--- config.mk ---
export PLATFORM = sky130hd
export DESIGN_NAME = device_result_collector
export DESIGN_NICKNAME = d
export VERILOG_FILES = /design/src/rtl/device_result_collector.sv
export SDC_FILE = /design/constraint.sdc
export NUM_CORES = 1
export LEC_CHECK = 0
export CAP_MARGIN = 10
export CORE_MARGIN = 1.5
export CORE_UTILIZATION = 45
export CTS_CLUSTER_SIZE = 25
export DETAILED_ROUTE_END_ITERATION = 7
export HOLD_SLACK_MARGIN = 0.12
export PLACE_DENSITY = 0.66
export SYNTH_ARGS = -nofsm -noshare
export SYNTH_HDL_FRONTEND = slang
export SYNTH_SLANG_ARGS = --single-unit
--- constraint.sdc ---
create_clock -name clk -period 3.7 [get_ports clk]
set_clock_uncertainty 0.15 [all_clocks]
set_input_delay 0.74 -clock clk [delete_from_list [all_inputs] [get_ports clk]]
set_output_delay 0.74 -clock clk [all_outputs]
set_load 0.05 [all_outputs]
--- src/rtl/device_result_collector.sv ---
// ---------------------------------------------------------------------------
// device_result_collector
//
// Watches the pass/fail levels coming out of the device test sequencer.
// Every rising edge of either level is one result event. The event is tagged
// with the q byte from the same cycle and pushed into a first-word-fall-through
// FIFO that a host drains over a valid/ready port. Saturating pass/fail
// counters and sticky overflow/conflict flags give a status summary.
//
// Optional build macro: RESULT_TIMESTAMP_EN
//   When defined, a free-running TS_W-bit cycle counter is stored with every
//   record and the head timestamp is presented on rec_ts. When undefined the
//   counter and the rec_ts port do not exist.
//
// Handshake: the head record transfers on a rising clk edge where
//   rec_valid & rec_ready are both 1. rec_valid never depends on rec_ready,
//   and the head fields hold steady while rec_valid=1 and rec_ready=0.
//   rec_ready while rec_valid=0 has no effect.
//
// Ports
//   clk        clock, everything on its rising edge
//   rst        asynchronous active-high reset
//   pass/fail  result levels from the device (may be held high)
//   q          device Q byte, captured with each event
//   clear      synchronous flush of FIFO, counters and flags (highest priority)
//   rec_valid  FIFO head is valid
//   rec_ready  host accepts the head
//   rec_code   head code: 01 pass, 10 fail, 11 conflict (0 when empty)
//   rec_data   head q value (0 when empty)
//   rec_ts     head timestamp (RESULT_TIMESTAMP_EN only)
//   level      FIFO occupancy, 0..DEPTH
//   pass_cnt   saturating count of pass events
//   fail_cnt   saturating count of fail events
//   overflow   sticky: an event was dropped because the FIFO was full
//   conflict   sticky: pass and fail rose in the same cycle
// ---------------------------------------------------------------------------
module device_result_collector #(
  parameter int DEPTH = 8,
  parameter int CNT_W = 16,
  parameter int TS_W  = 16
) (
  input  logic                     clk,
  input  logic                     rst,
  input  logic                     pass,
  input  logic                     fail,
  input  logic [7:0]               q,
  input  logic                     clear,
  output logic                     rec_valid,
  input  logic                     rec_ready,
  output logic [1:0]               rec_code,
  output logic [7:0]               rec_data,
`ifdef RESULT_TIMESTAMP_EN
  output logic [TS_W-1:0]          rec_ts,
`endif
  output logic [$clog2(DEPTH):0]   level,
  output logic [CNT_W-1:0]         pass_cnt,
  output logic [CNT_W-1:0]         fail_cnt,
  output logic                     overflow,
  output logic                     conflict
);

  localparam int AW = $clog2(DEPTH);
`ifdef RESULT_TIMESTAMP_EN
  localparam int EW = 10 + TS_W;
`else
  localparam int EW = 10;
`endif

  // Elaboration-time guard on the parameter set.
  if (DEPTH < 2 || (DEPTH & (DEPTH - 1)) != 0 || CNT_W < 1 || TS_W < 1) begin : g_param_err
    $error("device_result_collector: illegal parameter set");
  end

  localparam logic [AW:0]      FULL_LEVEL = (AW + 1)'(DEPTH);
  localparam logic [CNT_W-1:0] CNT_MAX    = '1;

  // -------------------------------------------------------------------------
  // Edge detection. The delayed copies follow the inputs every cycle, even
  // while clear is high, so a level held across a clear never re-triggers.
  // -------------------------------------------------------------------------
  logic pass_dly_q, pass_dly_d;
  logic fail_dly_q, fail_dly_d;
  logic pass_ev, fail_ev, any_ev;

  assign pass_dly_d = pass;
  assign fail_dly_d = fail;
  assign pass_ev    = pass & ~pass_dly_q;
  assign fail_ev    = fail & ~fail_dly_q;
  assign any_ev     = pass_ev | fail_ev;

  always_ff @(posedge clk or posedge rst) begin
    if (rst) begin
      pass_dly_q <= 1'b0;
      fail_dly_q <= 1'b0;
    end else begin
      pass_dly_q <= pass_dly_d;
      fail_dly_q <= fail_dly_d;
    end
  end

  // -------------------------------------------------------------------------
  // Optional free-running timestamp; deliberately untouched by clear.
  // -------------------------------------------------------------------------
`ifdef RESULT_TIMESTAMP_EN
  logic [TS_W-1:0] ts_q, ts_d;

  assign ts_d = ts_q + 1'b1;

  always_ff @(posedge clk or posedge rst) begin
    if (rst) ts_q <= '0;
    else     ts_q <= ts_d;
  end
`endif

  // -------------------------------------------------------------------------
  // FIFO pointers carry one extra bit so that full and empty are distinct
  // and the occupancy is simply the pointer difference.
  // -------------------------------------------------------------------------
  logic [AW:0]   wr_ptr_q, wr_ptr_d;
  logic [AW:0]   rd_ptr_q, rd_ptr_d;
  logic [EW-1:0] mem_q [DEPTH];
  logic [EW-1:0] wr_entry;
  logic [EW-1:0] head_entry;
  logic          full;
  logic          do_pop;
  logic          do_push;
  logic          drop;

  assign level     = wr_ptr_q - rd_ptr_q;
  assign full      = (level == FULL_LEVEL);
  assign rec_valid = (level != '0);

  // Clear wins over everything: no pop, no push that cycle.
  assign do_pop  = rec_valid & rec_ready & ~clear;
  // A full FIFO still accepts a push when the head leaves in the same cycle.
  assign do_push = any_ev & ~clear & (~full | do_pop);
  assign drop    = any_ev & ~clear & full & ~do_pop;

`ifdef RESULT_TIMESTAMP_EN
  assign wr_entry = {ts_q, q, fail_ev, pass_ev};
`else
  assign wr_entry = {q, fail_ev, pass_ev};
`endif

  always_comb begin
    wr_ptr_d = wr_ptr_q;
    rd_ptr_d = rd_ptr_q;
    if (clear) begin
      wr_ptr_d = '0;
      rd_ptr_d = '0;
    end else begin
      if (do_push) wr_ptr_d = wr_ptr_q + 1'b1;
      if (do_pop)  rd_ptr_d = rd_ptr_q + 1'b1;
    end
  end

  always_ff @(posedge clk or posedge rst) begin
    if (rst) begin
      wr_ptr_q <= '0;
      rd_ptr_q <= '0;
    end else begin
      wr_ptr_q <= wr_ptr_d;
      rd_ptr_q <= rd_ptr_d;
    end
  end

  // Storage needs no reset: a slot is only read after it was written.
  always_ff @(posedge clk) begin
    if (do_push) mem_q[wr_ptr_q[AW-1:0]] <= wr_entry;
  end

  // Head fields are forced to zero when empty so stale storage never shows
  // and the outputs read as zero straight out of reset.
  assign head_entry = rec_valid ? mem_q[rd_ptr_q[AW-1:0]] : '0;
  assign rec_code   = head_entry[1:0];
  assign rec_data   = head_entry[9:2];
`ifdef RESULT_TIMESTAMP_EN
  assign rec_ts     = head_entry[EW-1:10];
`endif

  // -------------------------------------------------------------------------
  // Status: saturating counters and sticky flags. Counters follow every
  // event, including ones dropped on overflow; only clear discards events.
  // -------------------------------------------------------------------------
  logic [CNT_W-1:0] pass_cnt_q, pass_cnt_d;
  logic [CNT_W-1:0] fail_cnt_q, fail_cnt_d;
  logic             overflow_q, overflow_d;
  logic             conflict_q, conflict_d;

  always_comb begin
    pass_cnt_d = pass_cnt_q;
    fail_cnt_d = fail_cnt_q;
    overflow_d = overflow_q;
    conflict_d = conflict_q;
    if (clear) begin
      pass_cnt_d = '0;
      fail_cnt_d = '0;
      overflow_d = 1'b0;
      conflict_d = 1'b0;
    end else begin
      if (pass_ev && pass_cnt_q != CNT_MAX) pass_cnt_d = pass_cnt_q + 1'b1;
      if (fail_ev && fail_cnt_q != CNT_MAX) fail_cnt_d = fail_cnt_q + 1'b1;
      if (drop)               overflow_d = 1'b1;
      if (pass_ev && fail_ev) conflict_d = 1'b1;
    end
  end

  always_ff @(posedge clk or posedge rst) begin
    if (rst) begin
      pass_cnt_q <= '0;
      fail_cnt_q <= '0;
      overflow_q <= 1'b0;
      conflict_q <= 1'b0;
    end else begin
      pass_cnt_q <= pass_cnt_d;
      fail_cnt_q <= fail_cnt_d;
      overflow_q <= overflow_d;
      conflict_q <= conflict_d;
    end
  end

  assign pass_cnt = pass_cnt_q;
  assign fail_cnt = fail_cnt_q;
  assign overflow = overflow_q;
  assign conflict = conflict_q;

endmodule
==> results of run 1 <==
==> worst paths after layout <==
check / slack (ns) / from / cells past startpoint / to
max reg2reg: 0.92 / wr_ptr_q[0] / 9 / mem_q[0][0]
min: 0.37 / overflow / 2 / overflow
min reg2reg: 0.37 / overflow / 2 / overflow
max in group asynchronous: 2.04 / rst / 2 / wr_ptr_q[0]
min in group asynchronous: 0.71 / rst / 2 / fail_cnt[3]
max: 0.15 / wr_ptr_q[0] / 9 / rec_data[4]
==> metal layers <==
| metal | up-vias | wire, um | part of all wire | global-route usage |
|---|---|---|---|---|
| li1 | 1688 | - | - | - |
| met3 | 14 | 570 | 0.049 | 0.0542 |
| met5 | - | 0 | 0 | 0 |
| met4 | 0 | 175 | 0.015 | 0.0733 |
| met2 | 90 | 5780 | 0.49 | 0.316 |
| met1 | 1772 | 5170 | 0.44 | 0.258 |
==> timing repair <==
| action | 4_1_cts | 5_1_grt |
|---|---|---|
| gates resized for setup | 2 | 7 |
| gates cloned | 0 | 1 |
| hold endpoints to repair | 0 | 0 |
| endpoints found under the setup margin | 11 | 11 |
==> layout make-up <==
| class | instances | area share |
|---|---|---|
| clock inverter | 13 | 0.0307 |
| timing repair buffer | 80 | 0.108 |
| multi-input combinational | 252 | 0.269 |
| tap | 147 | 0.0261 |
| clock buffer | 18 | 0.0608 |
| sequential | 124 | 0.497 |
| inverter | 17 | 0.00905 |
==> flip-flops by register name (all words and copies together), names as in the netlist <==
signal,count
pass_cnt,16
mem_q,80
pass_dly_q,1
fail_dly_q,1
conflict,1
overflow,1
rd_ptr_q,4
wr_ptr_q,4
fail_cnt,16
==> cells in the mapped netlist, types with 3 or more instances <==
library cell and number:
ha_1 7, dfrtp_1 44, a31oi_1 3, buf_2 4, nor2_1 39, inv_1 16, or2_2 5, xor2_1 13
edfxtp_1 80, nand3_1 16, clkbuf_1 8, o21ai_0 5, and4_1 4, nor4_1 5, o31ai_1 3, a21oi_1 20
or3_1 4, and3_1 3, mux4_2 20, nor3_1 10, and2_1 3, o211ai_1 3, nand4_1 14, nand2_1 34
xnor2_1 15
==> tightest hold or removal path: stages (launching register included) <==
cell     delay [ns]
dfrtp_1        0.35
a31oi_1        0.05
nor2_1         0.08
==> logic make-up after synthesis <==
logic type / Yosys count
compound gates: 45
xor+xnor: 28
fa+ha+maj: 8
buf+inv: 31
flops: 124
mux: 23
simple gates: 148
==> through the flow <==
| stage | hold WS, ns | instances | power, W |
|---|---|---|---|
| after floorplan | 0.364 | 407 | 0.00257 |
| after global placement | 0.350 | 619 | 0.00301 |
| after CTS | 0.376 | 650 | 0.00486 |
| after detailed placement | 0.358 | 619 | 0.00302 |
| final | 0.369 | 651 | 0.00485 |
| after global routing | 0.397 | 651 | 0.00504 |
==> power groups by stage <==
stage               Clock, W  Sequential (W)  Combinational, W
floorplan                  0         0.00158          0.000984
global placement           0         0.00156           0.00145
detailed placement         0         0.00156           0.00146
CTS                  0.00183         0.00154           0.00149
global route         0.00189         0.00154           0.00161
finish               0.00181         0.00154           0.00151
==> run_results.csv, run 1 <==
group,metric,value,unit
outcome,status,"completed",
global_routing,grt_pass1_wl,19.2,mm
synthesis,synth_area_leaders,"edfxtp_1, dfrtp_1, mux4_2, nor2_1, xnor2_1",
pwr,p_seq_frac,0.317,
synthesis,syn-cell-area,0.00551,mm^2
cells_and_area,area_growth,28.0,%
setup_path,crit_path_cell_trace,"inv_2, ha_1, inv_1, fa_2, or3_4, nor2_4, buf_4, a21oi_1, buf_4",
sta,timing.final.ws_setup,0.145,ns
sta,setup_tns,0,ns
clock_network,htree_num_levels,4,
synthesis,synth-xor-area-share,0.0445,
setup_path,cp_max_fo,6,
cells_and_area,final_common_cell,"edfxtp_1",
setup_path,cpPeakStageDelay,0.47,ns
synthesis,synth_top_family_by_area,"simple AND/OR/NAND/NOR gates",
detailed_routing,wire_per_inst,18.0,um
sta,fmax,281,MHz
synthesis,seq_area_frac_synth,0.636,
pwr,vdd_drop_max,0.310,mV
cells_and_area,final_cell_mix,"edfxtp_1, clkdlybuf4s50_1, dfrtp_1",
synthesis,synth_cell_types,49,
setup_path,cp.required,2.81,ns
pwr,combPwrFrac,0.311,
synthesis,synthCells,407,
setup_path,arrival,2.66,ns
cells_and_area,design_area,0.00705,mm^2
cells_and_area,fillers,936,
placed_design,hpwl,7.37,mm
clock_network,cts.sink_count,124,
sta,slew_headroom,0.367,
global_routing,grt_pass1_vias,3719,
setup_path,crit_top_cell,"buf_4",
floorplan,die_h,114,um
detailed_routing,viasPerCell,5.47,
cells_and_area,regArea,0.00350,mm^2
placed_design,dpl_cell_area,0.00638,mm^2
cells_and_area,layout-drive-gt1-share,0.204,
pwr,switching_share,0.325,
cells_and_area,nets,514,
synthesis,yosysWarnings,0,
sta,final-setup-viol-count,0,
synthesis,synth_edf_count,80,
synthesis,synth_top_area_frac,0.436,
cells_and_area,final_util,0.590,
placed_design,finalWeightedCongestion,0.812,
clock_network,clock_path_buffers,2,
synthesis,ys_ff_latch,124,
setup_path,cp_slowest_cell,"fa_2",
sta,timing.final.crit_share,0.961,
detailed_routing,route.detailed.drc,0,
pwr,leakage,2.57,nW
clock_network,post_cts_buffers,0,
floorplan,io_pins,63,
cells_and_area,multiInputGateArea,0.00190,mm^2
clock_network,clk_pin_slew,0.06,ns
floorplan,initial_core_util,0.461,
sta,tightest_slew,0.948,ns
setup_path,crit_buf_inv,4,
detailed_routing,postRouteAntennaNets,0,
floorplan,die_w,114,um
synthesis,synthesis.nets,429,
clock_network,cts_tree,"built",
synthesis,synth_mux_area_frac,0.0874,
pwr,power.density,688,mW/mm^2
synthesis,synth-main-ff-cell,"edfxtp_1",
synthesis,synth_compound_area_frac,0.0536,
pwr,intPower,0.00328,W
placed_design,io_buffers,62,
clock_network,cts_hold_buf,0,
global_routing,antenna_found_initial,0,
flow_run,maxCapViolCount,0,
setup_path,criticalPathCategory,"reg2out",
global_routing,track_usage,0.197,
detailed_routing,wl,11.7,mm
synthesis,synth.largest_area_cell,"edfxtp_1",
clock_network,ctsRootBufferMaster,"clkbuf_16",
setup_path,start_kind,"flop",
synthesis,synthAdderAreaFrac,0.0195,
detailed_routing,dr.first_iter.drc_count,217,
sta,rsz0062_at_grt,"no",
clock_network,clkLatencyLatePin,0.41,ns
sta,min_period,3.55,ns
detailed_routing,num_vias,3564,
pwr,power.switching,0.00158,W
cells_and_area,n_antenna_cell,0,
setup_path,end_kind,"output port",
sta,slew_viol_final,0,
synthesis,synth-simple-area-share,0.135,
detailed_routing,drt-pass1-iter-count,4,
worst_hold_path,hold_path.class,"reg2reg",
sta,hold_violations,0,
global_routing,grt_max_degree,45,
synthesis,postSynthAreaPerCell,13.5,um^2
placed_design,pre_cts_slack,0.430,ns
global_routing,gr-total-overflow,0,
floorplan,dieArea,0.0129,mm^2
clock_network,numCtsBuffers,17,
pwr,clock_power_share,0.372,
synthesis,async_flop_share,0.355,
floorplan,rows,40,
setup_path,cp_top_family,"adder cells",
floorplan,fp.coreArea,0.0120,mm^2
Note: power is estimated with default switching activity, not from simulation.
==> run 2, diff against run 1 <==
--- a/config.mk
+++ b/config.mk
@@ -6,7 +6,7 @@
 export NUM_CORES = 1
 export LEC_CHECK = 0
 export CAP_MARGIN = 10
-export CORE_MARGIN = 1.5
+export CORE_MARGIN = 1
 export CORE_UTILIZATION = 45
 export CTS_CLUSTER_SIZE = 25
 export DETAILED_ROUTE_END_ITERATION = 7
==> run_results.csv, run 2 (synthesis gave the netlist of run 1 again) <==
group,metric,value,unit
placed_design,hpwl,7.52,mm
detailed_routing,wire_per_inst,18.5,um
cells_and_area,n_antenna_cell,0,
setup_path,r2r_start,"wr_ptr_q[0]",
setup_path,end_kind,"output port",
sta,hold_violations,0,
sta,slew_headroom,0.366,
pwr,vdd_drop_max,0.381,mV
floorplan,rows,40,
clock_network,clk_pin_slew,0.06,ns
detailed_routing,viasPerCell,5.60,
detailed_routing,wl,12.1,mm
floorplan,initial_core_util,0.461,
setup_path,r2r-end,"mem_q[7][9]",
worst_hold_path,worst_hold_path.endpoint,"overflow",
sta,slew_viol_final,0,
cells_and_area,final_util,0.587,
clock_network,ctsRootBufferMaster,"clkbuf_16",
global_routing,met3_usage,0.0524,
floorplan,io_pins,63,
worst_hold_path,hold_path.class,"reg2reg",
detailed_routing,dr.first_iter.drc_count,256,
cells_and_area,largest_register_ffs,80,
setup_path,start_kind,"flop",
floorplan,fp.coreArea,0.0120,mm^2
setup_path,arrival,2.69,ns
detailed_routing,num_vias,3651,
sta,timing.final.ws_setup,0.117,ns
sta,timing.final.crit_share,0.968,
global_routing,grt_pass1_wl,19.9,mm
clock_network,cts.sink_count,124,
detailed_routing,postRouteAntennaNets,0,
pwr,power.switching,0.00159,W
setup_path,cp_slowest_cell,"fa_1",
setup_path,r2r_setup_slack,0.75,ns
worst_hold_path,hold_depth,2,
placed_design,io_buffers,62,
cells_and_area,area_growth,27.5,%
clock_network,numCtsBuffers,17,
pwr,intPower,0.00321,W
clock_network,cts_hold_buf,0,
global_routing,met2_usage,0.344,
cells_and_area,final_common_cell,"edfxtp_1",
flow_run,maxCapViolCount,0,
clock_network,cts_tree,"built",
worst_hold_path,hp-start,"overflow",
cells_and_area,nets,514,
detailed_routing,drt-pass1-iter-count,4,
cells_and_area,fillers,981,
pwr,switching_share,0.331,
clock_network,htree_num_levels,4,
global_routing,grt_max_degree,40,
clock_network,clock_path_buffers,2,
global_routing,antenna_found_initial,0,
pwr,combPwrFrac,0.316,
setup_path,criticalPathCategory,"reg2out",
setup_path,crit_top_cell,"buf_4",
setup_path,cpPeakStageDelay,0.51,ns
sta,tightest_slew,0.945,ns
setup_path,cp_top_family,"adder cells",
pwr,leakage,2.56,nW
setup_path,worstSetupStartpoint,"wr_ptr_q[0]",
global_routing,grt.busiest_layer,"met2",
setup_path,worst-r2r-cell-count,9,
setup_path,crit_path_cell_trace,"inv_2, ha_1, inv_1, fa_1, or3_4, nor2_4, buf_4, a21oi_1, buf_4",
cells_and_area,final_cell_mix,"edfxtp_1, clkdlybuf4s50_1, dfrtp_1",
detailed_routing,route.detailed.drc,0,
global_routing,track_usage,0.208,
floorplan,die_h,113,um
outcome,status,"completed",
setup_path,cp_max_fo,6,
global_routing,grt_pass1_vias,3786,
clock_network,clkLatencyLatePin,0.41,ns
cells_and_area,layout-drive-gt1-share,0.200,
floorplan,die_w,113,um
setup_path,cp.required,2.81,ns
pwr,power.density,682,mW/mm^2
global_routing,gr-total-overflow,0,
sta,fmax,279,MHz
floorplan,dieArea,0.0127,mm^2
pwr,p_seq_frac,0.321,
placed_design,finalWeightedCongestion,0.799,
global_routing,use_met1,0.267,
sta,final-setup-viol-count,0,
pwr,clock_power_share,0.363,
sta,min_period,3.58,ns
setup_path,crit_buf_inv,4,
placed_design,pre_cts_slack,0.439,ns
-- run 2: changes by cell type in the layout (fill, tap and decap cells not counted) --
cell / previous run / this run
bufinv_16: 5 / 4
clkinv_1: 1 / 3
clkinv_2: 0 / 2
clkinv_4: 4 / 1
fa_1: 0 / 1
fa_2: 1 / 0
inv_2: 2 / 1
inv_6: 1 / 3
-- run 2: layer usage --
metal | up-vias | wire length, um
met4 | 0 | 119
li1 | 1687 | -
met2 | 91 | 6180
met1 | 1864 | 5300
met5 | - | 0
met3 | 9 | 499
-- run 2: power groups by stage --
stage          Combinational (W)  Sequential, W  Clock (W)
2_1_floorplan           0.000984        0.00158          0
3_3_place_gp             0.00144        0.00156          0
3_5_place_dp             0.00147        0.00157          0
4_1_cts                  0.00148        0.00154    0.00177
5_1_grt                  0.00161        0.00154    0.00183
6_report                 0.00151        0.00154    0.00174
-- run 2: tightest hold or removal path, delay by kind of cell, from the launching register on --
kind / cells / cell delay, ns
flops: 1 / 0.35
simple gates: 1 / 0.09
compound gates: 1 / 0.04
-- run 2: final cells by class --
type	count	area, um^2	share of cell area
flip-flops and latches	124	3500	0.499
clock inverters	14	191	0.0272
well taps	147	184	0.0262
multi-input cells	252	1890	0.269
inverters	17	63.8	0.00908
repair buffers	80	759	0.108
clock buffers	18	429	0.0611
-- run 2: through the flow --
step / hold slack, ns / total power, W / TNS (ns) / instances / instance area, um^2
2_1_floorplan: 0.364 / 0.00257 / -2.85 / 407 / 5520
3_3_place_gp: 0.360 / 0.00301 / 0 / 619 / 6380
3_5_place_dp: 0.369 / 0.00303 / 0 / 619 / 6380
4_1_cts: 0.384 / 0.00479 / 0 / 651 / 7010
5_1_grt: 0.407 / 0.00498 / -0.00991 / 652 / 7030
6_report: 0.374 / 0.00479 / 0 / 652 / 7030
-- run 2: worst max-delay path by stage --
stage	to	depth (start not counted)	slack [ns]
detailed placement	rec_data[0]	9	0.44
finish	rec_data[7]	9	0.12
floorplan	rec_code[0]	8	-0.30
global placement	rec_data[3]	9	0.49
global route	rec_data[1]	10	-0.005
CTS	rec_code[1]	9	0.03
-- run 2: repair_timing --
item                                   CTS  global route
setup endpoints to repair                1            11
cloned                                   0             1
endpoints found under the hold margin    0             0
gates resized for setup                  1             7
buffers inserted                         0             0
==> run 3, diff against run 2 <==
--- a/config.mk
+++ b/config.mk
@@ -15,3 +15,4 @@
 export SYNTH_ARGS = -nofsm -noshare
 export SYNTH_HDL_FRONTEND = slang
 export SYNTH_SLANG_ARGS = --single-unit
+export TNS_END_PERCENT = 100
==> results of run 3 <==
The final DEF is identical to that of run 2; final timing and power are the same.
